[config.mk]
export PLATFORM = sky130hd
export DESIGN_NAME = ysyx_23060184_mdu_flat
export DESIGN_NICKNAME = d
export VERILOG_FILES = /design/src/rtl/ysyx_23060184_mdu_if.sv /design/src/rtl/ysyx_23060184_mdu.sv /design/src/flat_wrapper.sv
export SDC_FILE = /design/constraint.sdc
export NUM_CORES = 1
export LEC_CHECK = 0
export CORE_MARGIN = 8
export CORE_UTILIZATION = 38
export DETAILED_ROUTE_END_ITERATION = 10
export GPL_ROUTABILITY_DRIVEN = 1
export GPL_TIMING_DRIVEN = 0
export PLACE_DENSITY_LB_ADDON = 0.08
export SLEW_MARGIN = 20
export SYNTH_ARGS = -nofsm -noshare
export SYNTH_HDL_FRONTEND = slang
export SYNTH_SLANG_ARGS = --single-unit
[constraint.sdc]
create_clock -name clk -period 7.4 [get_ports clk]
set_clock_uncertainty 0.1 [all_clocks]
set_input_delay 0.74 -clock clk [delete_from_list [all_inputs] [get_ports clk]]
set_output_delay 0.74 -clock clk [all_outputs]
set_load 0.05 [all_outputs]
[src/rtl/ysyx_23060184_mdu_if.sv]
// EX-stage handshake between the operand-select logic and the multiply/divide unit.
// master drives the op and the result acceptance; slave is the unit itself.
interface ysyx_23060184_mdu_if #(
    parameter int unsigned XLEN = 32
);
    logic            Dvalid;
    logic            Eready;
    logic [2:0]      MDOp;
    logic [XLEN-1:0] SrcA;
    logic [XLEN-1:0] SrcB;
    logic            Flush;
    logic            Evalid;
    logic            Mready;
    logic [XLEN-1:0] MDResult;
    logic            Busy;

    modport master (
        output Dvalid, MDOp, SrcA, SrcB, Flush, Mready,
        input  Eready, Evalid, MDResult, Busy
    );

    modport slave (
        input  Dvalid, MDOp, SrcA, SrcB, Flush, Mready,
        output Eready, Evalid, MDResult, Busy
    );
endinterface

[src/rtl/ysyx_23060184_mdu.sv]
// Iterative RV32M/RV64M multiply/divide unit: shift-add multiply and restoring
// divide on operand magnitudes, BPC bits per cycle, sign-corrected at the last step.
module ysyx_23060184_mdu #(
    parameter int unsigned XLEN = 32,
    parameter int unsigned BPC  = 1
) (
    input logic                 clk,
    input logic                 rst,
    ysyx_23060184_mdu_if.slave  mdu
);
    localparam int unsigned N  = XLEN / BPC;
    localparam int unsigned CW = $clog2(N + 1);
    localparam logic [XLEN-1:0] SMIN = {1'b1, {(XLEN-1){1'b0}}};

    typedef enum logic [1:0] {IDLE, CALC, DONE} state_t;

    state_t            state;
    logic [2:0]        op;
    logic              neg_q;
    logic              neg_r;
    logic [XLEN-1:0]   mag_a;
    logic [XLEN-1:0]   mag_b;
    logic [XLEN-1:0]   shreg;
    logic [2*XLEN-1:0] acc;
    logic [XLEN-1:0]   res_q;
    logic [CW-1:0]     cnt;

    // Accept-time decode: effective signs, magnitudes and the early-exit cases.
    logic            sgn_a, sgn_b, neg_a, neg_b, div_zero, div_ovf;
    logic [XLEN-1:0] abs_a, abs_b, spec_res;

    always_comb begin
        sgn_a    = mdu.MDOp[2] ? !mdu.MDOp[0] : (mdu.MDOp[1:0] != 2'b11);
        sgn_b    = mdu.MDOp[2] ? !mdu.MDOp[0] : !mdu.MDOp[1];
        neg_a    = sgn_a & mdu.SrcA[XLEN-1];
        neg_b    = sgn_b & mdu.SrcB[XLEN-1];
        abs_a    = neg_a ? -mdu.SrcA : mdu.SrcA;
        abs_b    = neg_b ? -mdu.SrcB : mdu.SrcB;
        div_zero = mdu.MDOp[2] && (mdu.SrcB == '0);
        div_ovf  = mdu.MDOp[2] && !mdu.MDOp[0] && (mdu.SrcA == SMIN) && (mdu.SrcB == '1);
        if (div_zero) spec_res = mdu.MDOp[1] ? mdu.SrcA : '1;
        else          spec_res = mdu.MDOp[1] ? '0 : mdu.SrcA;
    end

    // One iteration: shreg holds the multiplier (MSB first) or the dividend/quotient.
    logic [2*XLEN-1:0] part, acc_nx, prod_fix;
    logic [XLEN:0]     rem;
    logic [XLEN-1:0]   sh_nx, q_fix, r_fix, result;

    always_comb begin
        part   = '0;
        rem    = acc[XLEN:0];
        sh_nx  = shreg;
        acc_nx = acc;
        if (op[2]) begin
            for (int i = 0; i < BPC; i++) begin
                rem   = {rem[XLEN-1:0], sh_nx[XLEN-1]};
                sh_nx = {sh_nx[XLEN-2:0], 1'b0};
                if (rem >= {1'b0, mag_b}) begin
                    rem      = rem - {1'b0, mag_b};
                    sh_nx[0] = 1'b1;
                end
            end
            acc_nx = {{(XLEN-1){1'b0}}, rem};
        end else begin
            for (int i = 0; i < BPC; i++) begin
                if (shreg[XLEN-BPC+i]) part = part + ({{XLEN{1'b0}}, mag_a} << i);
            end
            acc_nx = (acc << BPC) + part;
            sh_nx  = shreg << BPC;
        end
        prod_fix = neg_q ? -acc_nx : acc_nx;
        q_fix    = neg_q ? -sh_nx : sh_nx;
        r_fix    = neg_r ? -acc_nx[XLEN-1:0] : acc_nx[XLEN-1:0];
        if (op[2]) result = op[1] ? r_fix : q_fix;
        else       result = (op[1:0] == 2'b00) ? prod_fix[XLEN-1:0] : prod_fix[2*XLEN-1:XLEN];
    end

    always_ff @(posedge clk) begin
        if (rst) begin
            state <= IDLE;
            op    <= '0;
            neg_q <= 1'b0;
            neg_r <= 1'b0;
            mag_a <= '0;
            mag_b <= '0;
            shreg <= '0;
            acc   <= '0;
            res_q <= '0;
            cnt   <= '0;
        end else if (mdu.Flush) begin
            state <= IDLE;
            cnt   <= '0;
        end else begin
            case (state)
                IDLE: if (mdu.Dvalid) begin
                    op    <= mdu.MDOp;
                    neg_q <= neg_a ^ neg_b;
                    neg_r <= neg_a;
                    mag_a <= abs_a;
                    mag_b <= abs_b;
                    acc   <= '0;
                    shreg <= mdu.MDOp[2] ? abs_a : abs_b;
                    if (div_zero || div_ovf) begin
                        res_q <= spec_res;
                        cnt   <= '0;
                        state <= DONE;
                    end else begin
                        cnt   <= CW'(N);
                        state <= CALC;
                    end
                end
                CALC: begin
                    acc   <= acc_nx;
                    shreg <= sh_nx;
                    cnt   <= cnt - CW'(1);
                    if (cnt == CW'(1)) begin
                        res_q <= result;
                        state <= DONE;
                    end
                end
                DONE: if (mdu.Mready) state <= IDLE;
                default: state <= IDLE;
            endcase
        end
    end

    assign mdu.Eready   = (state == IDLE);
    assign mdu.Evalid   = (state == DONE);
    assign mdu.Busy     = (state != IDLE);
    assign mdu.MDResult = res_q;
endmodule

[src/flat_wrapper.sv]
// flat-port wrapper written by rule: the top's interface ports become plain ports
module ysyx_23060184_mdu_flat 
#(
    parameter int unsigned XLEN = 32,
    parameter int unsigned BPC  = 1
)
  (clk, rst, mdu_Dvalid, mdu_MDOp, mdu_SrcA, mdu_SrcB, mdu_Flush, mdu_Mready, mdu_Eready, mdu_Evalid, mdu_MDResult, mdu_Busy);
  ysyx_23060184_mdu_if #(.XLEN(XLEN)) mdu_i ();
  input logic clk;
  input logic rst;
  input wire logic [$bits(mdu_i.Dvalid)-1:0] mdu_Dvalid;
  input wire logic [$bits(mdu_i.MDOp)-1:0] mdu_MDOp;
  input wire logic [$bits(mdu_i.SrcA)-1:0] mdu_SrcA;
  input wire logic [$bits(mdu_i.SrcB)-1:0] mdu_SrcB;
  input wire logic [$bits(mdu_i.Flush)-1:0] mdu_Flush;
  input wire logic [$bits(mdu_i.Mready)-1:0] mdu_Mready;
  output wire logic [$bits(mdu_i.Eready)-1:0] mdu_Eready;
  output wire logic [$bits(mdu_i.Evalid)-1:0] mdu_Evalid;
  output wire logic [$bits(mdu_i.MDResult)-1:0] mdu_MDResult;
  output wire logic [$bits(mdu_i.Busy)-1:0] mdu_Busy;
  assign mdu_i.Dvalid = mdu_Dvalid;
  assign mdu_i.MDOp = mdu_MDOp;
  assign mdu_i.SrcA = mdu_SrcA;
  assign mdu_i.SrcB = mdu_SrcB;
  assign mdu_i.Flush = mdu_Flush;
  assign mdu_i.Mready = mdu_Mready;
  assign mdu_Eready = mdu_i.Eready;
  assign mdu_Evalid = mdu_i.Evalid;
  assign mdu_MDResult = mdu_i.MDResult;
  assign mdu_Busy = mdu_i.Busy;
  ysyx_23060184_mdu #(.XLEN(XLEN), .BPC(BPC)) u_core (.clk(clk), .rst(rst), .mdu(mdu_i));
endmodule
Yosys cells after proc, flatten, opt, wreduce, memory -nomap -nowiden
Index checks and enable logic that the tools add are counted.

word-level totals
  word-level logic and storage cells = 87
  register bits after elaboration = 204

cells by class
  magnitude comparators = 1
  muxes and demuxes = 36
  add/sub/neg operators = 8
  equality and inequality tests = 10
  bitwise gates (word level) = 4
  reduce and logical (&&, ||, !) cells = 18

operators by type and width
  cell                                                  number
  2-to-1 mux 32 bit                                     16
  2-to-1 mux 64 bit                                     3
  negation 32 bit                                       4
  one-hot mux 32 bit (2 select lines)                   2
  one-hot mux 63 bit (2 select lines)                   1
  adder 64 bit                                          1
  equality test 32 bit (second input constant)          2
  negation 64 bit                                       1
  2-to-1 mux 63 bit                                     1
  greater-or-equal comparator 33 x 32 -> 1 bit          1
  2-to-1 mux 33 bit                                     1
  subtractor 33 x 32 -> 33 bit                          1
  logical NOT 32 bit                                    1
  2-to-1 mux 6 bit                                      2
  one-hot mux 6 bit (2 select lines)                    1
  AND reduction 3 bit                                   3
  2-to-1 mux 2 bit                                      4
  equality test 6 x 1 -> 1 bit (second input constant)  1
  inequality test 2 bit (second input constant)         3
  one-hot mux 2 bit (3 select lines)                    1
  subtractor 6 x 1 -> 6 bit (second input constant)     1
  AND reduction 5 bit                                   1
  logical AND 1 bit                                     4
  logical NOT 2 bit                                     2
  other kinds (12)                                      19

Logic depth before layout (Yosys ltp)
Gate-level depths: netlist of the first run.

  word-level depth = 10
  mapped depth = 23
  depth with buffers taken out = 21

Least setup slack after synthesis of the first run
Ideal clock, no wire load.

  path type = flip-flop to flip-flop
  start point = register u_core.shreg[31]
  end point = register u_core.res_q[23], in the netlist u_core.mdu.MDResult[23]
  path buffers = 3
  period minus slack after synthesis = 5.201 ns
  path slack = 2.199 ns
  setup time = 0.120 ns
  arrival = 4.982 ns
  stages on the path, launching flop included = 20
  data required time = 7.180 ns
  cell sequence = dfxtp_1 -> clkbuf_1 -> and2_1 -> ha_1 -> fa_1 -> a211oi_1 -> o21ai_0 -> a21o_1 -> o21a_1 -> or4_1 -> o311ai_0 -> a31oi_1 -> or2_2 -> or4_1 -> buf_2 -> or4_4 -> buf_6 -> o31a_1 -> xor2_1 -> a211o_1

on the way
  cells in the longest elaborated chain, start to end = 10
  elaborated cells between the ends (all ways) = 20

ends and longest elaborated chain
  item                                                           line                                              RTL
  from (decl)                                                    ysyx_23060184_mdu.sv:23                           logic [XLEN-1:0] shreg;
  from (signal assigned)                                         ysyx_23060184_mdu.sv:103                          shreg <= mdu.MDOp[2] ? abs_a : abs_b;
  from (signal assigned)                                         ysyx_23060184_mdu.sv:115                          shreg <= sh_nx;
  2-to-1 mux 32 bit                                              ysyx_23060184_mdu.sv:67                           if (shreg[XLEN-BPC+i]) part = part + ({{XLEN{1'b0}}, mag_a} << i);
  2-to-1 mux 64 bit                                              ysyx_23060184_mdu.sv:55                           if (op[2]) begin
  adder 64 bit                                                   ysyx_23060184_mdu.sv:69                           acc_nx = (acc << BPC) + part;
  2-to-1 mux 64 bit                                              ysyx_23060184_mdu.sv:55
  negation 64 bit / negation 32 bit (equally long branches)      ysyx_23060184_mdu.sv:72, ysyx_23060184_mdu.sv:74
  2-to-1 mux 64 bit / 2-to-1 mux 32 bit (equally long branches)  ysyx_23060184_mdu.sv:72, ysyx_23060184_mdu.sv:74
  2-to-1 mux 32 bit (on tied branches)                           ysyx_23060184_mdu.sv:76, ysyx_23060184_mdu.sv:75
  2-to-1 mux 32 bit (*)                                          ysyx_23060184_mdu.sv:75                           if (op[2]) result = op[1] ? r_fix : q_fix;
  2-to-1 mux 32 bit (*)                                          ysyx_23060184_mdu.sv:117                          if (cnt == CW'(1)) begin
  one-hot mux 32 bit (2 select lines) (*)                        ysyx_23060184_mdu.sv:95                           case (state)
  to (signal assigned)                                           ysyx_23060184_mdu.sv:105                          res_q <= spec_res;
  to (signal assigned)                                           ysyx_23060184_mdu.sv:118                          res_q <= result;
  to (decl)                                                      ysyx_23060184_mdu.sv:25                           logic [XLEN-1:0] res_q;

Mark *: on every way between the ends. The rest lies on a longest branch, timed or not. The select of a mux whose other input is x is not followed.
A chain may end at the register's enable or synchronous reset.

Worst setup path in the final report of the first run
  start point = register u_core.acc[9]
  end point = register u_core.res_q[29], in the netlist u_core.mdu.MDResult[29]

on the way
  cells in the longest elaborated chain, start to end = 9
  elaborated cells between the ends (all ways) = 18

ends and longest elaborated chain
  item                                                                                                 line                                              RTL
  from (decl)                                                                                          ysyx_23060184_mdu.sv:24                           logic [2*XLEN-1:0] acc;
  from (signal assigned)                                                                               ysyx_23060184_mdu.sv:114                          acc <= acc_nx;
  subtractor 33 x 32 -> 33 bit / greater-or-equal comparator 33 x 32 -> 1 bit (equally long branches)  ysyx_23060184_mdu.sv:60, ysyx_23060184_mdu.sv:59
  2-to-1 mux 33 bit / 2-to-1 mux 1 bit (equally long branches)                                         ysyx_23060184_mdu.sv:59                           if (rem >= {1'b0, mag_b}) begin
  2-to-1 mux 64 bit / 2-to-1 mux 1 bit (equally long branches)                                         ysyx_23060184_mdu.sv:55
  negation 64 bit, or another cell as far along                                                        ysyx_23060184_mdu.sv:72                           prod_fix = neg_q ? -acc_nx : acc_nx;
  2-to-1 mux 64 bit, or another cell as far along                                                      ysyx_23060184_mdu.sv:72
  2-to-1 mux 32 bit (on tied branches)                                                                 ysyx_23060184_mdu.sv:76, ysyx_23060184_mdu.sv:75
  2-to-1 mux 32 bit (*)                                                                                ysyx_23060184_mdu.sv:75
  2-to-1 mux 32 bit (*)                                                                                ysyx_23060184_mdu.sv:117
  one-hot mux 32 bit (2 select lines) (*)                                                              ysyx_23060184_mdu.sv:95

Marked as above.

==> results of run 1 <==
registers in the layout (all words and copies together) (netlist names):
signal               cells
u_core.shreg            32
u_core.cnt               6
u_core.mdu.MDResult     32
u_core.acc              63
u_core.op                3
u_core.state             2
u_core.neg_r             1
u_core.mag_b            32
u_core.mag_a            32
u_core.neg_q             1
layer usage:
| metal | up-vias | wire length [um] | share of wire |
|---|---|---|---|
| met4 | 2 | 6580 | 0.058 |
| met1 | 11900 | 47100 | 0.41 |
| li1 | 10900 | - | - |
| met2 | 1490 | 48500 | 0.43 |
| met3 | 276 | 11500 | 0.10 |
| met5 | - | 11 | 0.000097 |
Yosys cell counts (all sizes together), types with 46 or more instances:
cell and n:
nor2 406, nand2 285, a21oi 210, dfxtp 204
clkbuf 176, o21ai 148, a211oi 132, xnor2 99
nor3 93, xor2 83, inv 74, ha 70
a22oi 63, nand3 54, nand4 53, o211ai 46
cells by family (layout without fill, tap and decap cells):
logic type      Yosys count  after routing
fa+ha+maj                90             90
compound gates          912            912
other cells               0              2
flops                   204            204
mux                      47             47
buf+inv                 279            434
xor+xnor                182            182
simple gates           1157           1157
final cells by class:
cell class              count  area share
flip-flops and latches    204       0.178
plain buffers             205      0.0348
well taps                 688      0.0375
diodes                      2    0.000218
multi-input cells        2388       0.653
repair buffers            107      0.0462
clock inverters            11     0.00507
clock buffers              37      0.0337
inverters                  74      0.0121
placed cells by master (no fill, tap or decap), drive strengths merged, types with 63 or more instances in the layout:
cell / count
o21ai: 148
xor2: 83
a211oi: 132
dfxtp: 204
clkbuf: 212
ha: 70
xnor2: 99
a21oi: 210
nand2: 285
a22oi: 63
clkdlybuf4s50: 104
inv: 74
nor2: 406
nor3: 93
power by group through the flow:
stage          combinational [W]  clock (W)  sequential, W
2_1_floorplan           0.000679          0        0.00121
3_3_place_gp             0.00116          0        0.00121
3_5_place_dp             0.00117          0        0.00121
4_1_cts                  0.00117    0.00136        0.00119
5_1_grt                  0.00127    0.00140        0.00119
6_report                 0.00123    0.00135        0.00119
per-stage QoR:
| step | util | std cells | setup slack [ns] | area, um2 | total power (W) |
|---|---|---|---|---|---|
| 6_report | 0.439 | 3716 | 0.0827 | 23000 | 0.00377 |
| 5_1_grt | 0.439 | 3714 | -0.0239 | 23000 | 0.00386 |
| 4_1_cts | 0.438 | 3714 | 0.112 | 22900 | 0.00372 |
| 3_5_place_dp | 0.421 | 3666 | -0.442 | 22000 | 0.00238 |
| 3_3_place_gp | 0.420 | 3663 | -0.619 | 22000 | 0.00237 |
| 2_1_floorplan | - | 2871 | 2.20 | 20100 | 0.00189 |
worst paths after layout:
check / depth (start not counted) / endpoint / slack (ns) / from
max: 18 / u_core.mdu.MDResult[29] / 0.08 / u_core.acc[9]
min: 2 / u_core.mag_a[31] / 0.37 / u_core.mag_a[31]
max reg2reg: 18 / u_core.mdu.MDResult[29] / 0.08 / u_core.acc[9]
min reg2reg: 2 / u_core.mag_a[31] / 0.37 / u_core.mag_a[31]
worst register-to-register path: cells and delay by family, from the launching register on:
family	cells	cell delay, ns
adder cells (fa/ha/maj)	1	0.36
buffers and inverters	4	0.98
flip-flops	1	0.41
AO/OA/AOI/OAI	4	2.28
AND/OR/NAND/NOR	9	3.06
==> reports/qor.csv, run 1 <==
stage,metric,value,unit
outcome,status,"finished, final reports clean",
floorplan,Rows,84,
global_route,grt total ovfl,0,
logic_synthesis,Synth Warn #,0,
logic_synthesis,Post-synth EDFFs,0,
global_route,All-Layer GR Usage,0.356,
global_route,met2 usage,0.547,
logic_synthesis,XOR/XNOR Fraction of Synth Area,0.0794,
logic_synthesis,compound-gate portion of the synthesized area,0.311,
sta,final setup violating endpoints,0,
power_and_ir_drop,Switching Power,0.00146,W
logic_synthesis,synth top area cells,"dfxtp_1 20%, nor2_1 7.6%, nand2_1 5.3%, a21oi_1 5.2%, a211oi_1 4.8%",
power_and_ir_drop,Pwr per Cell Area,164,nW/um2
sta,fin crit period,7.32,ns
sta,f_max,137,MHz
logic_synthesis,Synth Area in Adders,0.0546,
critical_path,Worst Setup Path Type,flip-flop to flip-flop,
sta,actual slew at the worst max-slew pin,1.19,ns
power_and_ir_drop,sequential fraction of design power,0.316,
critical_path,Crit path buffers/inverters,4,
route,post-route ant nets,0,
layout,Register Area,4080,um2
critical_path,crit path DAT,7.65,ns
logic_synthesis,"Top FF cell, synth",dfxtp_1,
critical_path,max incr delay on CP,0.74,ns
critical_path,Setup crit start kind,flip-flop,
placed_design,IO Port Bufs,104,
clocking,Root Driver,clkbuf_16,
hold_path,Hold Path Class,flip-flop to flip-flop,
sta,max_slew headroom,0.201,
critical_path,critical path required time,7.73,ns
sta,setup_tns,0,ns
sta,fin. max-slew vios,0,
critical_path,Top delay family on crit path,simple AND/OR/NAND/NOR gates,
logic_synthesis,"Async S/R FF share, synth",0,
clocking,CTS Buf Count,26,
route,Iteration-0 DRC Markers,3197,
power_and_ir_drop,Sw Ratio,0.389,
logic_synthesis,post-synthesis mux area share,0.0248,
clocking,hold-fix buffers at CTS,0,
logic_synthesis,Post-Syn Area,20100,um2
clocking,clk_lat worst skew,0.58,ns
sta,WHS,0.366,ns
clocking,post-cts sizing count,3,
logic_synthesis,post-synth net total,3015,
power_and_ir_drop,clock power share,0.358,
clocking,H-tree levels,1,
layout,Layout Nets,3150,
global_route,first-pass GRT wire length,159000,um
power_and_ir_drop,leakage,8.18,nW
layout,Layout area overhead,14.5,%
logic_synthesis,post-synth top area cell,dfxtp_1,
clocking,CTS tree,yes,
route,total iterations of the first detailed-routing run,6,
job,maxcap violations,0,
layout,area of the multi-input gates,15000,um2
power_and_ir_drop,Gate power share,0.326,
floorplan,die width,246,um
global_route,met1 usage,0.470,
route,WL/cell,30.6,um
floorplan,Die Y,246,um
floorplan,Initial Utilization,0.383,
floorplan,Die Area,60400,um2
floorplan,core area,52300,um2
layout,fill count,5572,
logic_synthesis,main combinational cell family by area after synthesis,compound AO/OA/AOI/OAI gates,
logic_synthesis,"flops & latches, synth",204,
placed_design,hpwl dp,91800,um
route,via count,24500,
clocking,clk slew on worst S/H paths,0.08,ns
critical_path,Critical Path End Type,flip-flop,
logic_synthesis,Synth Area in Simple Gates,0.273,
route,# DRC,0,
global_route,GRT busiest layer,met2,
critical_path,CP max-delay cell,nor4_1,
critical_path,crit path max fanout,10,
placed_design,GPL Wtd Cong,1.06,
global_route,met3 Track Usage GR,0.0740,
critical_path,CP Cell Sequence,ha_1 > buf_2 > nand4_1 > nor4_1 > nand4_1 > and4_1 > clkbuf_1 > a21oi_4 > o21ai_0 > a211oi_2 > nand4_4 > or4_1 > buf_2 > clkbuf_1 > nor4_1 > nand3b_1 > a221oi_1 > nor3_1,
sta,Tcrit/Tclk final,0.989,
logic_synthesis,average cell area after synthesis,6.99,um2
floorplan,Ports,107,
logic_synthesis,Synth cell types,101,
global_route,initial antenna violation count,2,
logic_synthesis,register area share after synthesis,0.204,
power_and_ir_drop,internal power,0.00230,W
layout,share of layout cells above drive strength 1,0.0506,
global_route,vias in the first global route,22300,
sta,Fin. Hold Viols,0,
clocking,Setup Buffers After CTS,0,
logic_synthesis,share of the synthesized area in the top cell type,0.204,
route,vias per std cell,6.60,
logic_synthesis,Mapped Cells,2871,
clocking,Clock Path Buffers,3,
clocking,CTS Sinks,204,
route,Detailed Route WL,114000,um
global_route,largest net degree at the start of global routing,13,
power_and_ir_drop,"IR drop worst, VDD",0.168,mV
(Power assumes the default switching activity.)
==> run 2: changes to the inputs <==
Settings changed: DONT_BUFFER_PORTS from default to 1.
==> run 2 against run 1 <==
Core utilization shrank 1.9 points. Sequential share of layout area increased by 0.81 points. Sequential power about the same. Count of clock-buffer cells in the layout is 4 lower.
==> reports/qor.csv, run 2 (synthesis results as in run 1) <==
stage,metric,value,unit,change
power_and_ir_drop,"IR drop worst, VDD",0.175,mV,+4.3%
layout,Top reg by flops,u_core.acc,,
floorplan,Die Area,60400,um2,unchanged
clocking,CTS Sinks,204,,unchanged
route,post-route ant nets,0,,unchanged
sta,final setup violating endpoints,0,,unchanged
critical_path,CP max-delay cell,clkbuf_1,,
job,maxcap violations,0,,unchanged
floorplan,Rows,84,,unchanged
power_and_ir_drop,total power,0.00376,W,about the same
global_route,largest net degree at the start of global routing,15,,+2
layout,Layout area overhead,9.48,%,
placed_design,IO Port Bufs,0,,-100%
global_route,grt total ovfl,0,,unchanged
route,total iterations of the first detailed-routing run,6,,unchanged
route,Iteration-0 DRC Markers,3231,,+1.1%
clocking,CTS tree,yes,,
critical_path,crit path DAT,7.71,ns,+0.06 ns
global_route,initial antenna violation count,3,,+1
clocking,Root Driver,clkbuf_16,,
layout,Layout Nets,3051,,-3.1%
clocking,Clock Path Buffers,3,,unchanged
hold_path,Hold Path Class,primary input to flip-flop,,
global_route,first-pass GRT wire length,161000,um,+1.4%
layout,"most common cell after layout, fill and taps aside",nor2_1,,
route,via count,24100,,-1.7%
global_route,vias in the first global route,21900,,-1.8%
power_and_ir_drop,Pwr per Cell Area,171,nW/um2,+4.5%
floorplan,Initial Utilization,0.383,,unchanged
critical_path,Worst Setup Path Type,flip-flop to flip-flop,,
route,vias per std cell,6.69,,+1.3%
power_and_ir_drop,leakage,7.82,nW,-4.4%
layout,share of layout cells above drive strength 1,0.0531,,+0.00254
layout,max reg flops,63,,unchanged
sta,actual slew at the worst max-slew pin,1.19,ns,-0.00384 ns
sta,setup_tns,0,ns,unchanged
critical_path,CP dominant cell by count,clkbuf_1,,
critical_path,critical path required time,7.72,ns,about the same
clocking,hold-fix buffers at CTS,0,,unchanged
route,WL/cell,31.9,um,+4.3%
outcome,status,"finished, final reports clean",,
layout,most frequent cells in the layout,"404 x nor2_1, 283 x nand2_1, 208 x a21oi_1",,
critical_path,Setup crit start kind,flip-flop,,
global_route,All-Layer GR Usage,0.362,,+0.00640
sta,Fin. Hold Viols,0,,unchanged
floorplan,Die Y,246,um,unchanged
clocking,H-tree levels,1,,unchanged
critical_path,crit path max fanout,10,,unchanged
placed_design,GPL Wtd Cong,1.06,,-0.33%
placed_design,placed cells,3563,,-2.8%
sta,WHS,0.221,ns,-0.146 ns
clocking,clk slew on worst S/H paths,0.06,ns,-0.02 ns
placed_design,hpwl dp,93200,um,+1.5%
clocking,CTS Buf Count,27,,+3.8%
route,Detailed Route WL,115000,um,+1.3%
critical_path,CP Cell Sequence,clkbuf_1 > clkbuf_1 > buf_1 > clkbuf_1 > clkbuf_1 > clkbuf_2 > clkbuf_1 > buf_1 > clkbuf_2 > nor2_1 > xnor2_1 > a311oi_1,,
layout,Non-Filler Instances,3608,,-2.9%
floorplan,Ports,107,,unchanged
sta,max_slew headroom,0.206,,+0.00550
sta,Tcrit/Tclk final,0.998,,+0.00924
floorplan,core area,52300,um2,unchanged
floorplan,die width,246,um,unchanged
route,# DRC,0,,unchanged
sta,fin crit period,7.39,ns,+0.0684 ns
sta,RSZ-0062 raised after global routing,false,,
critical_path,Critical Path End Type,flip-flop,,
clocking,clk_lat worst skew,0.59,ns,about the same
sta,f_max,135,MHz,-0.93%
critical_path,max incr delay on CP,0.71,ns,-0.03 ns
sta,fin. max-slew vios,0,,unchanged
-- run 2: critical path: cells and delay by family, from the launching register on --
family	cells	cell delay, ns
compound gates	1	0.17
xor+xnor	1	0.44
buf+inv	9	5.56
flops	1	0.70
simple gates	1	0.20
-- run 2: per-stage QoR --
stage                     setup WS [ns]  cell area [um2]   util
after CTS                        0.0276            21900  0.418
after floorplan                    2.20            20100      -
after detailed placement         -0.206            21000  0.401
after global routing             0.0264            22000  0.420
final                            0.0143            22000  0.420
after global placement           -0.154            20900  0.400
-- run 2: metal layers --
metal	up-vias	wire length, um	global-route usage
li1	10700	-	-
met5	-	11	0
met1	11600	48100	0.485
met4	2	7040	0.185
met2	1536	47800	0.533
met3	308	12100	0.0885
-- run 2: final timing paths --
path                                       start                      end  slack (ns)  cells past startpoint
worst max-delay path                u_core.op[2]  u_core.mdu.MDResult[22]        0.01                     12
worst max register to register      u_core.op[2]  u_core.mdu.MDResult[22]        0.01                     12
worst min-delay path                 mdu_SrcB[0]          u_core.mag_b[0]        0.22                      2
worst min register to register  u_core.mag_a[31]         u_core.mag_a[31]        0.35                      2
-- run 2: area by class of cell --
class / instances / area (um2)
buffer: 205 / 795
timing repair buffer: 7 / 50.0
inverter: 74 / 278
antenna: 1 / 2.50
fill: 5542 / 30400
clock buffer: 33 / 748
clock inverter: 8 / 160
tap: 688 / 861
sequential: 204 / 4080
multi-input combinational: 2388 / 15000
-- run 2: repair_timing --
item,CTS,global route
buffers inserted,0,3
pin swaps,0,1
gates resized for setup,4,9
endpoints found under the setup margin,4,12
-- run 2: power breakdown --
group          leakage, nW  internal (W)  switching [W]
Sequential            1.66       0.00115      0.0000591
Clock                0.440      0.000847       0.000566
Combinational         5.72      0.000323       0.000822
